[config.mk]
export PLATFORM = sky130hd
export DESIGN_NAME = alsu_param
export DESIGN_NICKNAME = d
export VERILOG_FILES = /design/src/rtl/alsu_param.sv
export SDC_FILE = /design/constraint.sdc
export NUM_CORES = 1
export LEC_CHECK = 0
export ABC_CLOCK_PERIOD_IN_PS = 4500
export CORE_UTILIZATION = 40
export DETAILED_ROUTE_END_ITERATION = 7
export DONT_BUFFER_PORTS = 1
export GPL_ROUTABILITY_DRIVEN = 1
export HOLD_SLACK_MARGIN = 0.08
export PLACE_DENSITY_LB_ADDON = 0.1
export SLEW_MARGIN = 10
export SYNTH_ARGS = -nofsm -noshare
export SYNTH_HDL_FRONTEND = slang
export SYNTH_SLANG_ARGS = --single-unit
export TNS_END_PERCENT = 10
[constraint.sdc]
create_clock -name clk -period 4.5 [get_ports clk]
set_clock_uncertainty 0.2 [all_clocks]
set_input_delay 0.9 -clock clk [delete_from_list [all_inputs] [get_ports clk]]
set_output_delay 0.9 -clock clk [all_outputs]
set_load 0.03 [all_outputs]
[src/rtl/alsu_param.sv]
// Parametrised ALSU: registered inputs and outputs (2-cycle latency, 1 op/cycle),
// sticky error flag and a cycle-counted LED blink on invalid operations.
module alsu_param #(
  parameter int    WIDTH          = 8,
  parameter string INPUT_PRIORITY = "A",
  parameter string FULL_ADDER     = "ON",
  parameter int    LED_BLINK_CYC  = 4
) (
  input  logic                 clk,
  input  logic                 rst,
  input  logic                 in_valid,
  input  logic [WIDTH-1:0]     A,
  input  logic [WIDTH-1:0]     B,
  input  logic                 cin,
  input  logic                 serial_in,
  input  logic                 direction,
  input  logic [2:0]           opcode,
  input  logic                 bypass_A,
  input  logic                 bypass_B,
  input  logic                 red_op_A,
  input  logic                 red_op_B,
  output logic [2*WIDTH-1:0]   out,
  output logic                 out_valid,
  output logic                 err,
  output logic [15:0]          leds
);

  localparam int OW = 2 * WIDTH;
  localparam int CW = (LED_BLINK_CYC > 1) ? $clog2(LED_BLINK_CYC) : 1;
  localparam logic [CW-1:0] CntLast = CW'(LED_BLINK_CYC - 1);
  localparam bit PriA   = (INPUT_PRIORITY == "A");
  localparam bit AddCin = (FULL_ADDER == "ON");

  typedef enum logic [0:0] {StIdle, StBlink} state_e;

  logic [WIDTH-1:0] a_q, b_q;
  logic [2:0]       opcode_q;
  logic             cin_q, sin_q, dir_q;
  logic             byp_a_q, byp_b_q, red_a_q, red_b_q;
  logic             v1_q;

  state_e           state_q;
  logic [CW-1:0]    cnt_q;

  logic [OW-1:0]    a_ext, b_ext, res;
  logic             res_err, red_sel_a, red_any;

  // Stage 1: input capture
  always_ff @(posedge clk) begin
    if (rst) begin
      a_q      <= '0;
      b_q      <= '0;
      opcode_q <= '0;
      cin_q    <= 1'b0;
      sin_q    <= 1'b0;
      dir_q    <= 1'b0;
      byp_a_q  <= 1'b0;
      byp_b_q  <= 1'b0;
      red_a_q  <= 1'b0;
      red_b_q  <= 1'b0;
      v1_q     <= 1'b0;
    end else begin
      v1_q <= in_valid;
      if (in_valid) begin
        a_q      <= A;
        b_q      <= B;
        opcode_q <= opcode;
        cin_q    <= cin;
        sin_q    <= serial_in;
        dir_q    <= direction;
        byp_a_q  <= bypass_A;
        byp_b_q  <= bypass_B;
        red_a_q  <= red_op_A;
        red_b_q  <= red_op_B;
      end
    end
  end

  // Stage-2 result decode from the registered inputs
  always_comb begin
    a_ext     = {{WIDTH{a_q[WIDTH-1]}}, a_q};
    b_ext     = {{WIDTH{b_q[WIDTH-1]}}, b_q};
    res       = '0;
    res_err   = 1'b0;
    red_any   = red_a_q || red_b_q;
    red_sel_a = red_a_q && (!red_b_q || PriA);
    if (byp_a_q || byp_b_q) begin
      res = (byp_a_q && (!byp_b_q || PriA)) ? a_ext : b_ext;
    end else if (opcode_q[2:1] == 2'b11 || (red_any && opcode_q[2:1] != 2'b00)) begin
      res_err = 1'b1;
    end else begin
      case (opcode_q)
        3'd0: res = red_any ? {{(OW-1){1'b0}}, red_sel_a ? |a_q : |b_q} : (a_ext | b_ext);
        3'd1: res = red_any ? {{(OW-1){1'b0}}, red_sel_a ? ^a_q : ^b_q} : (a_ext ^ b_ext);
        3'd2: res = a_ext + b_ext + {{(OW-1){1'b0}}, cin_q & AddCin};
        3'd3: res = $signed(a_ext) * $signed(b_ext);
        // SHIFT/ROTATE operate on the current output so consecutive ops chain
        3'd4: res = dir_q ? {out[OW-2:0], sin_q} : {sin_q, out[OW-1:1]};
        3'd5: res = dir_q ? {out[OW-2:0], out[OW-1]} : {out[0], out[OW-1:1]};
        default: res = '0;
      endcase
    end
  end

  // Stage 2 output registers and error/LED state machine
  always_ff @(posedge clk) begin
    if (rst) begin
      out       <= '0;
      out_valid <= 1'b0;
      err       <= 1'b0;
      leds      <= '0;
      cnt_q     <= '0;
      state_q   <= StIdle;
    end else begin
      out_valid <= v1_q;
      if (v1_q) begin
        out   <= res;
        err   <= res_err;
        cnt_q <= '0;
        if (res_err) begin
          state_q <= StBlink;
          leds    <= 16'hFFFF;
        end else begin
          state_q <= StIdle;
          leds    <= '0;
        end
      end else if (state_q == StBlink) begin
        if (cnt_q == CntLast) begin
          cnt_q <= '0;
          leds  <= ~leds;
        end else begin
          cnt_q <= cnt_q + 1'b1;
        end
      end
    end
  end

endmodule

==> summary.md, run 1 <==
| Metric | Value |
|---|---|
| Mapped Area | 6247 sq um |
| Asr flop ratio synth | 0 |
| Initial DRC Count | 424 |
| Core area | 15200 sq um |
| Clock root cell | clkbuf_16 |
| PD cells | 272.3 nW/um^2 |
| Critical path capture point | out[15] |
| CP Data Arrival Time | 4.71 ns |
| Worst-Margin Slew | approximately 0.99 ns |
| Antenna-violating nets left | 0 |
| Critical path startpoint | b_q[2] |
| HPWL after detailed placement | 15.42 mm |
| WL met3 | 1.426 mm |
| CTS tree | yes |
| Hold buffer count at cts | 0 |
| Synth cell types | 66 |
| Die Wd | 127.0 um |
| R2R Path End | out[15] |
| Fin crit share | 1.028 |
| Avg Synthesized Cell Area | 8.546 sq um |
| Top-area cell type share of the netlist area | 0.2019 |
| DR WL/cell | 19.79 um |
| 1st-pass router iterations | 5 |
| Path depth of the worst reg2reg path | 18 |
| Layout cells sized above 1 | 0.2357 |
| TritonCTS Buffers | 9 |
| First-pass GRT wire length | 31.77 mm |
| Fillers | 1490 |
| Startpoint class of the critical path | flip-flop |
| Unrepaired setup endpoints after global routing | yes |
| Wire length on met1 | 8.541 mm |
| Clk pwr share | 0.384 |
| Final TNS setup | -0.1565 ns |
| Status | finished, violations left |
| DR WL met2 | 9.093 mm |
| Synthesized Nets | 872 |
| Minimum clock period | roughly 4.6 ns |
| Area leader, netlist | dfxtp_1 |
| Min-Delay Path Class | flip-flop to flip-flop |
| Commonest cells post-synth | nor2_1, inv_1, dfxtp_1, fa_1, ha_1 |
| Final worst hold slack | between 0.3 and 0.4 ns |
| Area grow syn2layout | 21.17% |
| I/O pins | 63 |
| Register bit total from synthesis | 63 |
| H-Tree Depth | 3 |
| Clock-pin slew on the worst setup and hold paths | 0.06 ns |
| Hold-critical path depth | 2 |
| Final Max Slew Viols | 0 |
| Top cells by area, synth | dfxtp_1, fa_1, ha_1 |
| Max-Cap Viols | 0 |
| Final Setup Violations | 3 |
| Clock Path Buffers | 2 |
| Leakage power | 0.003324 uW |
| Top layer in use | met4 |
| Slew HR | 0.3389 |
| Net switching power figure | 710.0 uW |
| Routed vias | 5529 |
| Kind of critical path | flip-flop to flip-flop |
| Clock latency at the later pin of the worst-skew pair | 0.34 ns |
| Number of antenna violations at the first check in global routing | 1 |
| Hold Fails Final Rpt | 0 |
| Clk sink count | 63 |
| Synth Flop Type | dfxtp_1 |
| Die footprint | approximately 16000 sq um |
| Layout Nets | 942 |
| Place WS | -0.2476 ns |
| Mapped Cells | 731 |
| Most common cell in the netlist | nor2_1 |
| Number of global-route vias before repair | 5726 |
| FMAX | 216.1 MHz |
| CP endpoint kind | flip-flop |
| CP max FO | 3 |
| WP data required | approximately 4.6 ns |
| GRT Resource Usage Total | 0.2575 |
| Maximum vdd drop | 0.1686 mV |
| Failing checks | negative setup slack |
| Post-route DRC violation count | 0 |
| R2R Setup Slk | -0.13 ns |
| Seq/Total Area, Yosys | 0.2019 |
| Initial Util | 0.4109 |
| Yosys warns | 0 |
| Combinational share of power | 0.282 |
| Rows | 45 |
| Grt total ovfl | 0 |
| Placer's final routability congestion estimate | about 0.93 |
| Switching portion of total power | 0.3445 |
| Sequential power share | 0.334 |
| Number of synthesized flops with an enable pin | 0 |
| Routed vias/inst | 5.557 |
| Internal power | 1351 uW |
| Final wirelength | 19.69 mm |
| Port bufs | 0 |
| Origin of the critical flop-to-flop path | b_q[2] |
| Die H | 127.0 um |
| Largest net degree at the start of global routing | 58 |
| Final setup margin | -0.1281 ns |
[sequential cells by signal, indices dropped and copies added (netlist names), 2 cells and up]
signal / cells
out: 16
b_q: 8
cnt_q: 2
opcode_q: 3
leds: 16
a_q: 8
[metal layers]
layer  vias up  GRT usage
li1       2607          -
met1      2669     0.3397
met2       212     0.4114
met3        41    0.06198
met4         0    0.09244
met5         -          0
[timing repair]
item                                    CTS  global route
setup buffers                             1             8
endpoints found under the setup margin    7             8
pin swaps                                 9            22
gates resized for setup                  26            62
[kinds of logic after synthesis]
group / Yosys count / synth area share
AOI/OAI and AO/OA: 150 / 0.1672
muxes: 44 / 0.07170
and+or+nand+nor: 211 / 0.1528
DFF: 63 / 0.2019
buffers and inverters: 129 / 0.08272
adders and majority gates: 112 / 0.2928
xor gates and xnor gates: 22 / 0.03084
[metrics by stage]
stage	instances	power, uW	utilization	cell area, sq um
floorplan	731	1040	-	6247
global placement	969	1225	0.4564	6938
detailed placement	969	1228	0.4564	6938
CTS	986	2038	0.4828	7340
global route	995	2158	0.4979	7570
finish	995	2061	0.4979	7570
[worst min-delay path by stage]
stage                   from       end  slack (ns)
finish                 sin_q     sin_q        0.32
global placement       cin_q     cin_q        0.30
detailed placement  cnt_q[1]  cnt_q[1]        0.31
floorplan              cin_q     cin_q        0.28
CTS                 cnt_q[1]  cnt_q[1]        0.33
global route        cnt_q[1]  cnt_q[1]        0.35
[placed cells by master, fill, tap and decap left out, types with 6 or more instances in the layout]
cell type / instances
xnor2_1: 19
dfxtp_2: 7
buf_6: 6
inv_1: 80
ha_1: 47
mux2i_1: 38
a211oi_1: 9
buf_4: 83
o21a_1: 23
nand2_1: 40
o21ai_0: 26
o211ai_1: 6
o21ai_1: 6
dfxtp_1: 52
inv_2: 15
nor3_1: 23
nor2_1: 96
nor2_2: 7
clkbuf_16: 9
fa_1: 52
mux2_2: 6
a21oi_1: 26
a21o_1: 6
[power by group through the flow]
stage                     combinational, uW  clock, uW  sequential, uW
after floorplan                         362          0             678
after global placement                  527          0             698
after detailed placement                530          0             698
after CTS                               547        805             687
after global routing                    644        821             694
final                                   582        791             688
[worst max-delay path, cell delays in order (launching register included)]
cell and delay (ns):
dfxtp_4 0.36, inv_2 0.05, nor2_1 0.05, fa_1 0.54
inv_2 0.04, fa_1 0.53, inv_2 0.05, fa_1 0.55
inv_2 0.04, fa_2 0.58, inv_2 0.06, ha_4 0.23
o21ai_4 0.06, o21bai_1 0.10, buf_4 0.15, o211ai_1 0.21
a31oi_2 0.14, or4b_1 0.53, nand3_1 0.10
[cell type report]
| class | instances | area (sq um) | share of cell area |
|---|---|---|---|
| multi-input combinational | 539 | 4644 | 0.6136 |
| timing repair buffer | 89 | 690.7 | 0.09124 |
| antenna | 1 | 2.502 | 0.0003306 |
| clock inverter | 7 | 103.9 | 0.01372 |
| inverter | 99 | 382.9 | 0.05058 |
| sequential | 63 | 1285 | 0.1698 |
| clock buffer | 9 | 225.2 | 0.02975 |
| tap | 188 | 235.2 | 0.03107 |
Note: power is estimated with default switching activity, not from simulation.
==> run 2, diff against run 1 <==
--- a/config.mk
+++ b/config.mk
@@ -6,12 +6,14 @@
 export NUM_CORES = 1
 export LEC_CHECK = 0
 export ABC_CLOCK_PERIOD_IN_PS = 4500
+export CORE_ASPECT_RATIO = 0.75
 export CORE_UTILIZATION = 40
 export DETAILED_ROUTE_END_ITERATION = 7
 export DONT_BUFFER_PORTS = 1
 export GPL_ROUTABILITY_DRIVEN = 1
 export HOLD_SLACK_MARGIN = 0.08
 export PLACE_DENSITY_LB_ADDON = 0.1
+export SKIP_CTS_REPAIR_TIMING = 1
 export SLEW_MARGIN = 10
 export SYNTH_ARGS = -nofsm -noshare
 export SYNTH_HDL_FRONTEND = slang
==> summary.md, run 2 (synthesis results as in run 1) <==
| Metric | Value |
|---|---|
| Number of antenna violations at the first check in global routing | 0 (-1) |
| Kind of critical path | flip-flop to flip-flop |
| Die H | 110.2 um (-13%) |
| Tot Pwr | 1995 uW (-3.2%) |
| Top layer in use | met4 |
| Clock latency at the later pin of the worst-skew pair | 0.34 ns (about the same) |
| CTS tree | yes |
| Clock-pin slew on the worst setup and hold paths | 0.06 ns (about the same) |
| CP endpoint kind | flip-flop |
| Layout Nets | 928 (-1.5%) |
| Antenna Cells | 0 (-1) |
| Slew HR | 0.2943 (-0.04455) |
| First-pass GRT wire length | 29.19 mm (-8.1%) |
| Placer's final routability congestion estimate | 0.8578 (-8.2%) |
| Place WS | -0.1617 ns (+0.08599 ns) |
| Rows | 39 (-13%) |
| Area grow syn2layout | 18.89% |
| Final Max Slew Viols | 0 (unchanged) |
| Antenna-violating nets left | 0 (unchanged) |
| TritonCTS Buffers | 9 (unchanged) |
| HPWL after detailed placement | 15.40 mm (-0.13%) |
| Final Cell Area | 7427 sq um (-1.9%) |
| DR WL/cell | 19.11 um (-3.4%) |
| PD cells | 268.6 nW/um^2 (-1.4%) |
| Internal power | 1330 uW (-1.6%) |
| CP max FO | 4 (+1) |
| Biggest registers after layout | leds (16), out (16) |
| Final Setup Violations | 1 (-2) |
| WP data required | 4.58 ns (about the same) |
| Initial DRC Count | 327 (-23%) |
| Die Wd | 146.3 um (+15%) |
| Final wirelength | 19.06 mm (-3.2%) |
| Number of global-route vias before repair | 5087 (-11%) |
| Largest net degree at the start of global routing | 58 (unchanged) |
| Hold Fails Final Rpt | 0 (unchanged) |
| Leakage power | 0.003258 uW (-2.0%) |
| Post-route DRC violation count | 0 (unchanged) |
| WL met3 | 1.463 mm (+2.6%) |
| Die footprint | 16130 sq um (about the same) |
| Min-Delay Path Class | flip-flop to flip-flop |
| Routed vias | 5389 (-2.5%) |
| Final setup margin | -0.008094 ns (+0.1200 ns) |
| Failing checks | negative setup slack |
| FMAX | 221.8 MHz (+2.7%) |
| Share of the core filled with cells | 0.4878 (-0.01010) |
| DR WL met2 | 7.946 mm (-13%) |
| H-Tree Depth | 3 (unchanged) |
| Port bufs | 0 (unchanged) |
| Most common cell after layout, fill and taps aside | nor2_1 |
| Worst-Margin Slew | 1.056 ns (+0.06668 ns) |
| Sequential power share | 0.348 (+0.014) |
| Wire length on met1 | 9.437 mm (+10%) |
| Core area | 15220 sq um (+0.15%) |
| CP Data Arrival Time | 4.59 ns (-0.12 ns) |
| Status | finished, violations left |
| Clk sink count | 63 (unchanged) |
| Clk pwr share | 0.373 (-0.011) |
| Net switching power figure | 664.8 uW (-6.4%) |
| Fin crit share | 1.002 (-0.02666) |
| Clock root cell | clkbuf_16 |
| Combinational share of power | 0.280 (-0.002) |
| Most frequent cells in the layout | nor2_1, inv_1, buf_4 |
| Initial Util | 0.4103 (-0.0006079) |
| Maximum vdd drop | 0.1739 mV (+3.1%) |
| Fillers | 1500 (+0.67%) |
| Final worst hold slack | 0.3249 ns (+0.005471 ns) |
| Layout cells sized above 1 | 0.1932 (-0.04255) |
| Minimum clock period | 4.508 ns (-0.1200 ns) |
| I/O pins | 63 (unchanged) |
| Max-Cap Viols | 0 (unchanged) |
| Startpoint class of the critical path | flip-flop |
| Unrepaired setup endpoints after global routing | yes |
| Switching portion of total power | 0.3333 (-0.01119) |
| 1st-pass router iterations | 5 (unchanged) |
| GRT Resource Usage Total | 0.2397 (-0.01776) |
| Placed instance area | 6919 sq um (-0.27%) |
| Grt total ovfl | 0 (unchanged) |
| Routed vias/inst | 5.405 (-2.7%) |
| Clock Path Buffers | 2 (unchanged) |
==> run 2: cell count changes in the layout (fill, tap and decap cells not counted), moves of 4 or more <==
cell | previous run | this run
buf_6 | 6 | 0
buf_4 | 83 | 74
clkinvlp_4 | 1 | 5
nor2_1 | 96 | 101
inv_1 | 80 | 91
inv_2 | 15 | 4
==> run 2: per-layer routing <==
| layer | global-route usage | vias up |
|---|---|---|
| li1 | - | 2590 |
| met1 | 0.3546 | 2600 |
| met2 | 0.3480 | 181 |
| met3 | 0.06214 | 18 |
| met4 | 0.04688 | 0 |
| met5 | 0 | - |
==> run 2: power by group through the flow <==
stage | combinational (uW) | sequential [uW] | clock [uW]
CTS | 527 | 691 | 754
finish | 558 | 693 | 743
detailed placement | 523 | 703 | 0
global route | 616 | 699 | 786
global placement | 517 | 701 | 0
floorplan | 362 | 678 | 0
==> run 2: final cells by class <==
class | count | area [sq um] | share of cell area
Tap cell | 205 | 256.5 | 0.03454
Sequential cell | 63 | 1274 | 0.1715
Clock inverter | 6 | 85.08 | 0.01146
Multi-Input combinational cell | 539 | 4624 | 0.6226
Inverter | 99 | 382.9 | 0.05155
Timing Repair Buffer | 75 | 575.6 | 0.07749
Clock buffer | 10 | 229.0 | 0.03083
==> run 2: worst paths after layout <==
path	start	end	slack (ns)	depth (start not counted)
max	b_q[5]	out[15]	-0.008	15
min reg2reg	cnt_q[1]	cnt_q[1]	0.32	2
min	cnt_q[1]	cnt_q[1]	0.32	2
max reg2reg	b_q[5]	out[15]	-0.008	15
==> run 2: per-stage QoR <==
step	cells	setup TNS, ns
after detailed placement	979	-0.5266
after global placement	979	-0.4085
final	997	-0.008094
after floorplan	731	0
after CTS	995	-0.5861
after global routing	997	-0.7092
==> run 2: worst max-delay path: stages (launching register included) <==
cell,delay (ns)
dfxtp_1,0.32
buf_12,0.13
buf_4,0.13
ha_2,0.19
fa_1,0.55
fa_1,0.44
fa_1,0.50
inv_1,0.05
fa_1,0.47
inv_1,0.04
ha_1,0.18
or3_4,0.38
o211ai_1,0.17
a31oi_1,0.13
or4b_1,0.47
nand3_1,0.09
==> run 3, diff against run 2 <==
--- a/config.mk
+++ b/config.mk
@@ -13,6 +13,7 @@
 export GPL_ROUTABILITY_DRIVEN = 1
 export HOLD_SLACK_MARGIN = 0.08
 export PLACE_DENSITY_LB_ADDON = 0.1
+export SETUP_SLACK_MARGIN = 0.4
 export SKIP_CTS_REPAIR_TIMING = 1
 export SLEW_MARGIN = 10
 export SYNTH_ARGS = -nofsm -noshare
==> summary.md, run 3 (synthesis results as in run 1) <==
| Metric | Value |
|---|---|
| Status | finished clean |
| H-Tree Depth | 3 (unchanged) |
| Unrepaired setup endpoints after global routing | yes |
| Startpoint class of the critical path | flip-flop |
| Final Cell Area | 7405 sq um (-0.30%) |
| Final wirelength | 18.93 mm (-0.68%) |
| Die footprint | 16130 sq um (unchanged) |
| GRT met1 Usage | 0.3533 (-0.001323) |
| Die Wd | 146.3 um (unchanged) |
| Crit-path cells | inv_2, nor2_1, fa_1, fa_1, fa_1, inv_1, fa_1, inv_1, ha_2, or3_4, o211ai_1, a31oi_1, or4b_1, nand3_1 |
| CP Data Arrival Time | 4.51 ns (-0.08 ns) |
| Met2 Use GR | 0.3395 (-0.008503) |
| Placer's final routability congestion estimate | 0.9280 (+8.2%) |
| Fin crit share | 0.9863 (-0.01547) |
| Internal power | 1327 uW (-0.20%) |
| Clock latency at the later pin of the worst-skew pair | 0.34 ns (about the same) |
| Leakage power | 0.003151 uW (-3.3%) |
| Largest net degree at the start of global routing | 58 (unchanged) |
| GRT Resource Usage Total | 0.2373 (-0.002476) |
| Clock-pin slew on the worst setup and hold paths | 0.06 ns (about the same) |
| Clk sink count | 63 (unchanged) |
| Most common cell after layout, fill and taps aside | nor2_1 |
| Area grow syn2layout | 18.53% |
| CP max FO | 6 (+2) |
| Worst path max stage delay | 0.53 ns (-0.02 ns) |
| Layout cells sized above 1 | 0.2203 (+0.02716) |
| Fillers | 1527 (+1.8%) |
| Initial Util | 0.4103 (unchanged) |
| HPWL after detailed placement | 14.86 mm (-3.5%) |
| Biggest registers after layout | leds (16), out (16) |
| Sequential power share | 0.345 (-0.003) |
| Combinational share of power | 0.277 (-0.003) |
| Number of antenna violations at the first check in global routing | 0 (unchanged) |
| Final Setup Violations | 0 (-1) |
| Antenna Cells | 0 (unchanged) |
| I/O pins | 63 (unchanged) |
| Core area | 15220 sq um (unchanged) |
| Clk pwr share | 0.378 (+0.005) |
| Worst-Margin Slew | 1.155 ns (+0.09901 ns) |
| Rows | 39 (unchanged) |
| Port bufs | 0 (unchanged) |
| Grt peak-use layer | met1 |
| Initial DRC Count | 303 (-7.3%) |
| Min-Delay Path Class | flip-flop to flip-flop |
| Die H | 110.2 um (unchanged) |
| Most frequent cells in the layout | nor2_1, inv_1, buf_4 |
| Worst-path cell with the longest stage delay | or4b_1 |
| Hold Fails Final Rpt | 0 (unchanged) |
| Max-Cap Viols | 0 (unchanged) |
| Minimum clock period | 4.438 ns (-0.06962 ns) |
| CP top delay family | adder cells |
| PD cells | 272.2 nW/um^2 (+1.3%) |
| Final TNS setup | 0 ns (+0.008094 ns) |
| GR Util met3 | 0.06337 (+0.001235) |
| Antenna-violating nets left | 0 (unchanged) |
| Net switching power figure | 688.2 uW (+3.5%) |
| DR WL/cell | 19.47 um (+1.9%) |
| Grt total ovfl | 0 (unchanged) |
| Routed vias/inst | 5.536 (+2.4%) |
| Clock root cell | clkbuf_16 |
| Routed vias | 5381 (-0.15%) |
| Kind of critical path | flip-flop to flip-flop |
| Final Max Slew Viols | 0 (unchanged) |
| 1st-pass router iterations | 5 (unchanged) |
| WP data required | 4.57 ns (about the same) |
| Number of global-route vias before repair | 5089 (+0.039%) |
| Layout Nets | 903 (-2.7%) |
| CP endpoint kind | flip-flop |
| TritonCTS Buffers | 9 (unchanged) |
| Post-route DRC violation count | 0 (unchanged) |
| Maximum vdd drop | 0.1749 mV (+0.58%) |
| Switching portion of total power | 0.3414 (+0.008164) |
| Clock Path Buffers | 2 (unchanged) |
| Crit path top cell by count | fa_1 |
| Placed instance area | 6750 sq um (-2.4%) |
| Final worst hold slack | 0.3218 ns (-0.003029 ns) |
| First-pass GRT wire length | 28.90 mm (-0.99%) |
| FMAX | 225.3 MHz (+1.6%) |
| Slew HR | 0.2282 (-0.06615) |
| CTS tree | yes |
| Bufs and invs on worst path | 3 (-1) |
run 3: cell count changes in the layout (fill, tap and decap cells not counted), sizes merged:
cell / change
buf: -25
clkinvlp: -5
inv: +3
clkinv: +2
run 3: final cells by class:
class                           instances  area (sq um)  share of cell area
Timing Repair Buffer                   50         375.4             0.05069
Multi-Input combinational cell        539          4726              0.6382
Sequential cell                        63          1309              0.1767
Clock buffer                           10         229.0             0.03092
Inverter                               99         416.7             0.05627
Tap cell                              205         256.5             0.03464
Clock inverter                          6         92.59             0.01250
run 3: power by group through the flow:
stage | combinational [uW] | clock, uW | sequential [uW]
2_1_floorplan | 372 | 0 | 680
3_3_place_gp | 498 | 0 | 706
3_5_place_dp | 503 | 0 | 708
4_1_cts | 507 | 772 | 696
5_1_grt | 618 | 794 | 702
6_report | 558 | 762 | 696
run 3: worst reg2reg max path, delay by kind of cell (launching register included):
family / cells / cell delay (ns)
flip-flops: 1 / 0.42
buffers and inverters: 3 / 0.19
adder cells (fa/ha/maj): 5 / 2.12
AND/OR/NAND/NOR: 4 / 1.15
AO/OA/AOI/OAI: 2 / 0.32
run 3: layer usage:
metal	part of all wire	vias up	wire length [um]
met3	0.079	18	1494
met2	0.41	191	7843
met4	0.011	0	199
met5	0	-	0
met1	0.50	2635	9391
li1	-	2537	-
run 3: final timing paths:
check	startpoint	end	slack (ns)	depth (start not counted)
hold reg to reg	cin_q	cin_q	0.32	2
setup / recovery	a_q[3]	out[15]	0.06	14
hold / removal	cin_q	cin_q	0.32	2
setup reg to reg	a_q[3]	out[15]	0.06	14
run 3: stage by stage:
step,setup WS [ns],instances,utilization,power (uW)
after detailed placement,-0.04668,940,0.4434,1211
after global routing,-0.07429,972,0.4864,2114
after floorplan,0.3112,731,-,1053
final,0.06153,972,0.4864,2015
after CTS,-0.05748,956,0.4645,1975
after global placement,-0.04850,940,0.4434,1204
